===== src/rtl/tmp_readout_pkg.sv =====
// Shared types, default sizes and saturation limits for the temperature-sensor
// readout block.
package tmp_readout_pkg;

  localparam int N_SAMPLES_DEF = 64;
  localparam int SETTLE_DEF    = 4;
  localparam int CNT_W_DEF     = 8;
  localparam int ONES_W_DEF    = 7;

  typedef enum logic [1:0] {
    ST_IDLE   = 2'd0,
    ST_SETTLE = 2'd1,
    ST_ACCUM  = 2'd2,
    ST_HOLD   = 2'd3
  } state_t;

  // Largest and smallest values of a w-bit two's-complement charge count
  function automatic int charge_max(input int w);
    return (32'sd1 <<< (w - 1)) - 32'sd1;
  endfunction

  function automatic int charge_min(input int w);
    return -(32'sd1 <<< (w - 1));
  endfunction

endpackage


===== src/rtl/tmp_readout_if.sv =====
// Sequencer/host bundle of the readout: loop inputs in, conversion result and
// status out, result delivered under a valid/ready handshake.
interface tmp_readout_if
  import tmp_readout_pkg::*;
#(
  parameter int CNT_W  = CNT_W_DEF,
  parameter int ONES_W = ONES_W_DEF
);

  logic                     conv_active;
  logic                     sample;
  logic                     cmp;
  logic                     src_n;
  logic                     snk;
  logic                     res_ready;
  logic signed [CNT_W-1:0]  charge;
  logic        [ONES_W-1:0] ones;
  logic                     sat;
  logic                     res_valid;
  logic                     abort;
  logic                     busy;

  modport master (
    output conv_active, sample, cmp, src_n, snk, res_ready,
    input  charge, ones, sat, res_valid, abort, busy
  );

  modport slave (
    input  conv_active, sample, cmp, src_n, snk, res_ready,
    output charge, ones, sat, res_valid, abort, busy
  );

endinterface


===== src/rtl/tmp_toggle_det.sv =====
// Level-change detector for a charge-packet line: flags a packet whenever the
// line differs from its value one cycle earlier.
module tmp_toggle_det (
  input  logic i_clk,
  input  logic i_reset,
  input  logic i_line,
  output logic o_event
);

  logic r_hist;

  // History follows the line every cycle so stale changes never surface later
  always_ff @(posedge i_clk) begin
    if (i_reset) begin
      r_hist <= 1'b0;
    end else begin
      r_hist <= i_line;
    end
  end

  assign o_event = i_line ^ r_hist;

endmodule


===== src/rtl/tmp_readout.sv =====
// Readout of the charge-balancing loop: counts net packets and comparator ones
// over a conversion window and hands one result to the host.
module tmp_readout
  import tmp_readout_pkg::*;
#(
  parameter int N_SAMPLES = N_SAMPLES_DEF,
  parameter int SETTLE    = SETTLE_DEF,
  parameter int CNT_W     = CNT_W_DEF,
  parameter int ONES_W    = ONES_W_DEF
) (
  input logic          i_clk,
  input logic          i_reset,
  tmp_readout_if.slave bus
);

  localparam int MAXC = (N_SAMPLES > SETTLE) ? N_SAMPLES : SETTLE;
  localparam int SC_W = $clog2(MAXC + 1);
  localparam logic [SC_W-1:0]         N_LAST = SC_W'(N_SAMPLES);
  localparam logic [SC_W-1:0]         S_LAST = SC_W'(SETTLE);
  localparam logic signed [CNT_W-1:0] C_MAX  = CNT_W'(charge_max(CNT_W));
  localparam logic signed [CNT_W-1:0] C_MIN  = CNT_W'(charge_min(CNT_W));

  state_t                  r_state,   w_state_nxt;
  logic [SC_W-1:0]         r_cnt,     w_cnt_nxt;
  logic signed [CNT_W-1:0] r_wcharge, w_wcharge_nxt;
  logic [ONES_W-1:0]       r_wones,   w_wones_nxt;
  logic                    r_wsat,    w_wsat_nxt;
  logic signed [CNT_W-1:0] r_charge,  w_charge_nxt;
  logic [ONES_W-1:0]       r_ones,    w_ones_nxt;
  logic                    r_sat,     w_sat_nxt;
  logic                    r_res_valid, w_res_valid_nxt;
  logic                    r_abort,   w_abort_nxt;
  logic                    r_busy,    w_busy_nxt;

  logic                    w_src_ev;
  logic                    w_snk_ev;
  logic [SC_W-1:0]         w_cnt_inc;
  logic signed [CNT_W-1:0] w_acc_charge;
  logic                    w_acc_sat;
  logic [ONES_W-1:0]       w_acc_ones;

  tmp_toggle_det u_src_det (
    .i_clk   (i_clk),
    .i_reset (i_reset),
    .i_line  (bus.src_n),
    .o_event (w_src_ev)
  );

  tmp_toggle_det u_snk_det (
    .i_clk   (i_clk),
    .i_reset (i_reset),
    .i_line  (bus.snk),
    .o_event (w_snk_ev)
  );

  // Working-value update for one ACCUM cycle, then FSM next state and outputs
  always_comb begin
    w_cnt_inc    = r_cnt + SC_W'(1);
    w_acc_charge = r_wcharge;
    w_acc_sat    = r_wsat;
    if (w_src_ev && !w_snk_ev) begin
      if (r_wcharge == C_MAX) begin
        w_acc_sat = 1'b1;
      end else begin
        w_acc_charge = r_wcharge + CNT_W'(1);
      end
    end else if (w_snk_ev && !w_src_ev) begin
      if (r_wcharge == C_MIN) begin
        w_acc_sat = 1'b1;
      end else begin
        w_acc_charge = r_wcharge - CNT_W'(1);
      end
    end else begin
      w_acc_charge = r_wcharge;
    end
    if (bus.sample) begin
      w_acc_ones = r_wones + {{(ONES_W-1){1'b0}}, bus.cmp};
    end else begin
      w_acc_ones = r_wones;
    end

    w_state_nxt     = r_state;
    w_cnt_nxt       = r_cnt;
    w_wcharge_nxt   = r_wcharge;
    w_wones_nxt     = r_wones;
    w_wsat_nxt      = r_wsat;
    w_charge_nxt    = r_charge;
    w_ones_nxt      = r_ones;
    w_sat_nxt       = r_sat;
    w_res_valid_nxt = r_res_valid;
    w_abort_nxt     = 1'b0;

    case (r_state)
      ST_IDLE: begin
        if (bus.conv_active) begin
          w_cnt_nxt = SC_W'(0);
          if (S_LAST == SC_W'(0)) begin
            w_state_nxt   = ST_ACCUM;
            w_wcharge_nxt = CNT_W'(0);
            w_wones_nxt   = ONES_W'(0);
            w_wsat_nxt    = 1'b0;
          end else begin
            w_state_nxt = ST_SETTLE;
          end
        end else begin
          w_state_nxt = ST_IDLE;
        end
      end
      ST_SETTLE: begin
        if (!bus.conv_active) begin
          w_state_nxt = ST_IDLE;
          w_abort_nxt = 1'b1;
        end else if (bus.sample) begin
          if (w_cnt_inc == S_LAST) begin
            w_state_nxt   = ST_ACCUM;
            w_cnt_nxt     = SC_W'(0);
            w_wcharge_nxt = CNT_W'(0);
            w_wones_nxt   = ONES_W'(0);
            w_wsat_nxt    = 1'b0;
          end else begin
            w_cnt_nxt = w_cnt_inc;
          end
        end else begin
          w_state_nxt = ST_SETTLE;
        end
      end
      ST_ACCUM: begin
        if (!bus.conv_active) begin
          w_state_nxt = ST_IDLE;
          w_abort_nxt = 1'b1;
        end else begin
          w_wcharge_nxt = w_acc_charge;
          w_wones_nxt   = w_acc_ones;
          w_wsat_nxt    = w_acc_sat;
          // Final strobe publishes values that already include its own cmp/events
          if (bus.sample && (w_cnt_inc == N_LAST)) begin
            w_state_nxt     = ST_HOLD;
            w_cnt_nxt       = SC_W'(0);
            w_charge_nxt    = w_acc_charge;
            w_ones_nxt      = w_acc_ones;
            w_sat_nxt       = w_acc_sat;
            w_res_valid_nxt = 1'b1;
          end else if (bus.sample) begin
            w_cnt_nxt = w_cnt_inc;
          end else begin
            w_cnt_nxt = r_cnt;
          end
        end
      end
      ST_HOLD: begin
        if (bus.res_ready) begin
          w_state_nxt     = ST_IDLE;
          w_res_valid_nxt = 1'b0;
        end else begin
          w_state_nxt = ST_HOLD;
        end
      end
      default: begin
        w_state_nxt = ST_IDLE;
      end
    endcase

    w_busy_nxt = (w_state_nxt == ST_SETTLE) || (w_state_nxt == ST_ACCUM);
  end

  // State, working accumulators and registered outputs
  always_ff @(posedge i_clk) begin
    if (i_reset) begin
      r_state     <= ST_IDLE;
      r_cnt       <= SC_W'(0);
      r_wcharge   <= CNT_W'(0);
      r_wones     <= ONES_W'(0);
      r_wsat      <= 1'b0;
      r_charge    <= CNT_W'(0);
      r_ones      <= ONES_W'(0);
      r_sat       <= 1'b0;
      r_res_valid <= 1'b0;
      r_abort     <= 1'b0;
      r_busy      <= 1'b0;
    end else begin
      r_state     <= w_state_nxt;
      r_cnt       <= w_cnt_nxt;
      r_wcharge   <= w_wcharge_nxt;
      r_wones     <= w_wones_nxt;
      r_wsat      <= w_wsat_nxt;
      r_charge    <= w_charge_nxt;
      r_ones      <= w_ones_nxt;
      r_sat       <= w_sat_nxt;
      r_res_valid <= w_res_valid_nxt;
      r_abort     <= w_abort_nxt;
      r_busy      <= w_busy_nxt;
    end
  end

  assign bus.charge    = r_charge;
  assign bus.ones      = r_ones;
  assign bus.sat       = r_sat;
  assign bus.res_valid = r_res_valid;
  assign bus.abort     = r_abort;
  assign bus.busy      = r_busy;

endmodule


===== src/flat_wrapper.sv =====
// flat-port wrapper written by rule: the top's interface ports become plain ports
module tmp_readout_flat import tmp_readout_pkg::*;
#(
  parameter int N_SAMPLES = N_SAMPLES_DEF,
  parameter int SETTLE    = SETTLE_DEF,
  parameter int CNT_W     = CNT_W_DEF,
  parameter int ONES_W    = ONES_W_DEF
)
  (i_clk, i_reset, bus_conv_active, bus_sample, bus_cmp, bus_src_n, bus_snk, bus_res_ready, bus_charge, bus_ones, bus_sat, bus_res_valid, bus_abort, bus_busy);
  tmp_readout_if #(.CNT_W(CNT_W), .ONES_W(ONES_W)) bus_i ();
  input logic i_clk;
  input logic i_reset;
  input wire logic [$bits(bus_i.conv_active)-1:0] bus_conv_active;
  input wire logic [$bits(bus_i.sample)-1:0] bus_sample;
  input wire logic [$bits(bus_i.cmp)-1:0] bus_cmp;
  input wire logic [$bits(bus_i.src_n)-1:0] bus_src_n;
  input wire logic [$bits(bus_i.snk)-1:0] bus_snk;
  input wire logic [$bits(bus_i.res_ready)-1:0] bus_res_ready;
  output wire logic [$bits(bus_i.charge)-1:0] bus_charge;
  output wire logic [$bits(bus_i.ones)-1:0] bus_ones;
  output wire logic [$bits(bus_i.sat)-1:0] bus_sat;
  output wire logic [$bits(bus_i.res_valid)-1:0] bus_res_valid;
  output wire logic [$bits(bus_i.abort)-1:0] bus_abort;
  output wire logic [$bits(bus_i.busy)-1:0] bus_busy;
  assign bus_i.conv_active = bus_conv_active;
  assign bus_i.sample = bus_sample;
  assign bus_i.cmp = bus_cmp;
  assign bus_i.src_n = bus_src_n;
  assign bus_i.snk = bus_snk;
  assign bus_i.res_ready = bus_res_ready;
  assign bus_charge = bus_i.charge;
  assign bus_ones = bus_i.ones;
  assign bus_sat = bus_i.sat;
  assign bus_res_valid = bus_i.res_valid;
  assign bus_abort = bus_i.abort;
  assign bus_busy = bus_i.busy;
  tmp_readout #(.N_SAMPLES(N_SAMPLES), .SETTLE(SETTLE), .CNT_W(CNT_W), .ONES_W(ONES_W)) u_core (.i_clk(i_clk), .i_reset(i_reset), .bus(bus_i));
endmodule

===== config.mk =====
export PLATFORM = sky130hd
export DESIGN_NAME = tmp_readout_flat
export DESIGN_NICKNAME = d
export VERILOG_FILES = /design/src/rtl/tmp_readout_pkg.sv /design/src/rtl/tmp_readout_if.sv /design/src/rtl/tmp_toggle_det.sv /design/src/rtl/tmp_readout.sv /design/src/flat_wrapper.sv
export SDC_FILE = /design/constraint.sdc
export NUM_CORES = 1
export LEC_CHECK = 0
export BUFFER_PORTS_ARGS = -buffer_cell sky130_fd_sc_hd__buf_2
export CORE_MARGIN = 2
export CORE_UTILIZATION = 54
export DETAILED_ROUTE_END_ITERATION = 16
export GPL_TIMING_DRIVEN = 0
export PLACE_DENSITY = 0.76
export SETUP_SLACK_MARGIN = 0.4
export SKIP_CTS_REPAIR_TIMING = 1
export SLEW_MARGIN = 30
export SYNTH_ARGS = -nofsm -noshare
export SYNTH_HDL_FRONTEND = slang
export SYNTH_SLANG_ARGS = --single-unit

===== constraint.sdc =====
create_clock -name i_clk -period 2 [get_ports i_clk]
set_clock_uncertainty 0.05 [all_clocks]
set_input_delay 0.4 -clock i_clk [delete_from_list [all_inputs] [get_ports i_clk]]
set_output_delay 0.4 -clock i_clk [all_outputs]
set_load 0.05 [all_outputs]

==> metrics.txt <==
core area 5205 um2; clock-pin slew reported for the worst setup and hold paths after clock tree synthesis 0.10 ns; slew at the pin closest to its max-slew limit 0.7160 ns; largest net degree at the start of global routing 16; starting density of the core 56.83%; Netlist cell types 62; chip width 78.01 um; net count of the mapped netlist 382; highest layer used for signal routing met4; setup violation total in the final timing report 40; number of flip-flops and latches in the synthesized netlist 46; worst skew pair latency 0.31 ns; All-Layer GR Usage 26.32%; routed length on met2 4395 um; share of the clock period used by the worst path 111.3%; Worst Path Arrival 2.41 ns; power per standard cell area 486.4 nW/um2; number of antenna violations at the first check in global routing 0; hold crit path type in2reg; total of fill cells in the finished design 398; Clk pwr share 36.8%; DRC viols 0; Core Rows 26; max-slew violation total from the final report 0; net switching power 504.8 uW; final routed wirelength across all metal layers 8567 um; slew margin rel. 52.27%; initial drt markers 203; count of input and output buffers 23; final worst-path setup slack -0.2256 ns; switch share 27.77%; violations in the final reports negative setup slack; register area share after synthesis 31.13%; synth-to-layout area growth 26.35%; total via count in the routed design 2988; type of origin of the critical path flop; maximum achievable frequency 449.3 MHz; setup repair after global routing missed its margin yes; Final HPWL DP 5634 um; status complete, but fails checks; Post-synth top flop sky130_fd_sc_hd__dfxtp_1; final worst path period need 2.226 ns; required time of the worst setup path 2.18 ns; area enclosed by the die boundary 6086 um2; number of instances in the synthesized netlist 361; cell count after placement 454; Crit Path Max Fanout 10; final-report hold violation count 0; Total Power 1.818 mW; count of antenna-violating nets left after detailed routing 0; total number of clock tree sinks 46; fraction of synthesis flops using an asynchronous set or reset pin 0%; routed length on met3 454 um; Clock H-tree levels 2; Remaining Overflow, GRT 0; sequential cell fraction of total power 50.8%; global-route wire length before repair 12830 um; endpoint class of the critical path flop; net total in the final layout 426; number of global-route vias before repair 2653; maximum ir drop on the vdd rail 0.0003470 V; last weighted congestion value of the routability-driven placer 0.9252; die extent in y 78.01 um; clock tree from TritonCTS yes; Maximum Capacitance Violations 0; first-pass iteration count of the detailed router 7; static leakage power 1.439 nW; routed length per instance 18.00 um; count of pins on the block boundary 27; number of synthesized flops with an enable pin 0; Root Buffer Master sky130_fd_sc_hd__clkbuf_8; number of buffers created by CTS 5; cell-internal power 1.313 mW; power share of the combinational group 12.5%; antenna fix cells 0; summed instance area of the synthesized netlist 2958 um2; share of cells above drive strength 1 30.79%; post-route insts no fill 476; met1 wire length 3555 um; kind of critical path reg2reg; Max Root-Sink Buffers 2; mean post-synth cell area 8.193 um2; warning count from the yosys run 0; Vias/cell 6.277
-- state kept, by name, summed over array words and instances (netlist names) --
| register | cells |
|---|---|
| u_core.r_state | 2 |
| u_core.r_wcharge | 8 |
| u_core.bus.abort | 1 |
| u_core.u_snk_det.r_hist | 1 |
| u_core.r_wones | 7 |
| u_core.bus.charge | 8 |
| u_core.bus.ones | 7 |
| u_core.u_src_det.r_hist | 1 |
| u_core.bus.res_valid | 1 |
| u_core.bus.busy | 1 |
| u_core.r_wsat | 1 |
| u_core.bus.sat | 1 |
| u_core.r_cnt | 7 |
-- final timing paths --
| path | from | to | slack (ns) | cells after the start |
|---|---|---|---|---|
| worst max-delay path | u_core.r_cnt[0] | u_core.bus.charge[5] | -0.23 | 9 |
| worst min register to register | u_core.r_wones[0] | u_core.r_wones[0] | 0.44 | 2 |
| worst max register to register | u_core.r_cnt[0] | u_core.bus.charge[5] | -0.23 | 9 |
| worst min-delay path | bus_snk | u_core.u_snk_det.r_hist | 0.35 | 2 |
-- Yosys cell counts (3+ instances only) --
master	count	area [um2]
sky130_fd_sc_hd__and3_1	5	31.28
sky130_fd_sc_hd__o32ai_1	3	26.28
sky130_fd_sc_hd__o211ai_1	7	52.55
sky130_fd_sc_hd__a21o_1	3	22.52
sky130_fd_sc_hd__a31oi_1	4	25.02
sky130_fd_sc_hd__a211o_1	3	26.28
sky130_fd_sc_hd__buf_4	3	22.52
sky130_fd_sc_hd__a21oi_1	21	105.1
sky130_fd_sc_hd__clkbuf_1	11	41.29
sky130_fd_sc_hd__xor2_1	6	52.55
sky130_fd_sc_hd__mux2i_1	9	90.09
sky130_fd_sc_hd__o21ai_0	22	110.1
sky130_fd_sc_hd__o41ai_1	5	43.79
sky130_fd_sc_hd__nand4_1	11	68.82
sky130_fd_sc_hd__a211oi_2	7	87.58
sky130_fd_sc_hd__buf_6	3	33.78
sky130_fd_sc_hd__a211oi_1	7	52.55
sky130_fd_sc_hd__dfxtp_1	46	920.9
sky130_fd_sc_hd__ha_1	13	162.7
sky130_fd_sc_hd__nand3_1	12	60.06
sky130_fd_sc_hd__nand2_1	38	142.6
sky130_fd_sc_hd__xnor2_1	5	43.79
sky130_fd_sc_hd__inv_1	15	56.30
sky130_fd_sc_hd__nor2_1	39	146.4
sky130_fd_sc_hd__nor2b_1	8	50.05
sky130_fd_sc_hd__and2_1	5	31.28
-- layout make-up --
type / count / area [um2] / share of cell area (%)
plain buffers: 21 / 138.9 / 3.716
clock buffers: 6 / 93.84 / 2.511
clock inverters: 2 / 13.76 / 0.3683
flip-flops and latches: 46 / 937.1 / 25.08
well taps: 70 / 87.58 / 2.343
inverters: 17 / 70.07 / 1.875
repair buffers: 37 / 241.5 / 6.461
multi-input cells: 277 / 2155 / 57.65
-- cells in the final DEF, fill, tap and decap left out, types with 5 or more instances in the layout --
master and n:
sky130_fd_sc_hd__a211oi_2 10, sky130_fd_sc_hd__a21oi_1 18, sky130_fd_sc_hd__buf_2 25, sky130_fd_sc_hd__buf_4 15, sky130_fd_sc_hd__clkbuf_1 9, sky130_fd_sc_hd__clkbuf_8 5, sky130_fd_sc_hd__dfxtp_1 41, sky130_fd_sc_hd__ha_1 9
sky130_fd_sc_hd__inv_1 13, sky130_fd_sc_hd__mux2i_1 9, sky130_fd_sc_hd__nand2_1 36, sky130_fd_sc_hd__nand3_1 11, sky130_fd_sc_hd__nand4_1 11, sky130_fd_sc_hd__nor2_1 30, sky130_fd_sc_hd__nor2_4 6, sky130_fd_sc_hd__nor2b_1 6
sky130_fd_sc_hd__o211ai_1 7, sky130_fd_sc_hd__o21ai_0 16, sky130_fd_sc_hd__xor2_1 5
-- critical path: stages (launching register included) --
cell and delay, ns:
sky130_fd_sc_hd__dfxtp_4 0.38, sky130_fd_sc_hd__ha_4 0.19, sky130_fd_sc_hd__xor2_1 0.15, sky130_fd_sc_hd__a2bb2oi_2 0.19, sky130_fd_sc_hd__nor4b_4 0.37, sky130_fd_sc_hd__and3_1 0.23, sky130_fd_sc_hd__buf_6 0.16, sky130_fd_sc_hd__buf_8 0.16
sky130_fd_sc_hd__o21ai_1 0.12, sky130_fd_sc_hd__a21oi_1 0.14
-- layer usage --
layer	vias to the layer above	GRT usage [%]
li1	1419	-
met1	1429	33.26
met2	122	45.43
met3	18	4.713
met4	0	8.772
met5	-	0
-- power groups by stage --
stage	registers (mW)	logic [mW]	clock network, mW
2_1_floorplan	0.952	0.134	0
5_1_grt	0.924	0.244	0.710
3_3_place_gp	0.946	0.193	0
6_report	0.923	0.227	0.668
3_5_place_dp	0.946	0.194	0
4_1_cts	0.925	0.195	0.677
-- logic make-up (layout without fill, tap and decap cells) --
logic type	count (synthesis)	in the layout	synth area share, %
simple gates	138	138	24.58
compound gates	105	105	25.68
flops	46	46	31.13
buf+inv	38	83	6.429
fa+ha+maj	13	13	5.499
xor+xnor	11	11	3.257
mux	10	10	3.426
-- metrics by stage --
stage                     hold WS (ns)  worst slack [ns]  setup TNS (ns)  area, um2  utilization, %
after floorplan                 0.3930           0.03877               0       3045               -
after global placement          0.4076           -0.4872          -7.234       3248           62.40
after detailed placement        0.4264           -0.4417          -8.709       3248           62.40
after CTS                       0.3227           -0.4818          -9.728       3356           64.47
after global routing            0.3499           -0.3290          -9.727       3737           71.80
final                           0.3503           -0.2256          -5.129       3737           71.80
Power figures use the tool's default switching activity.
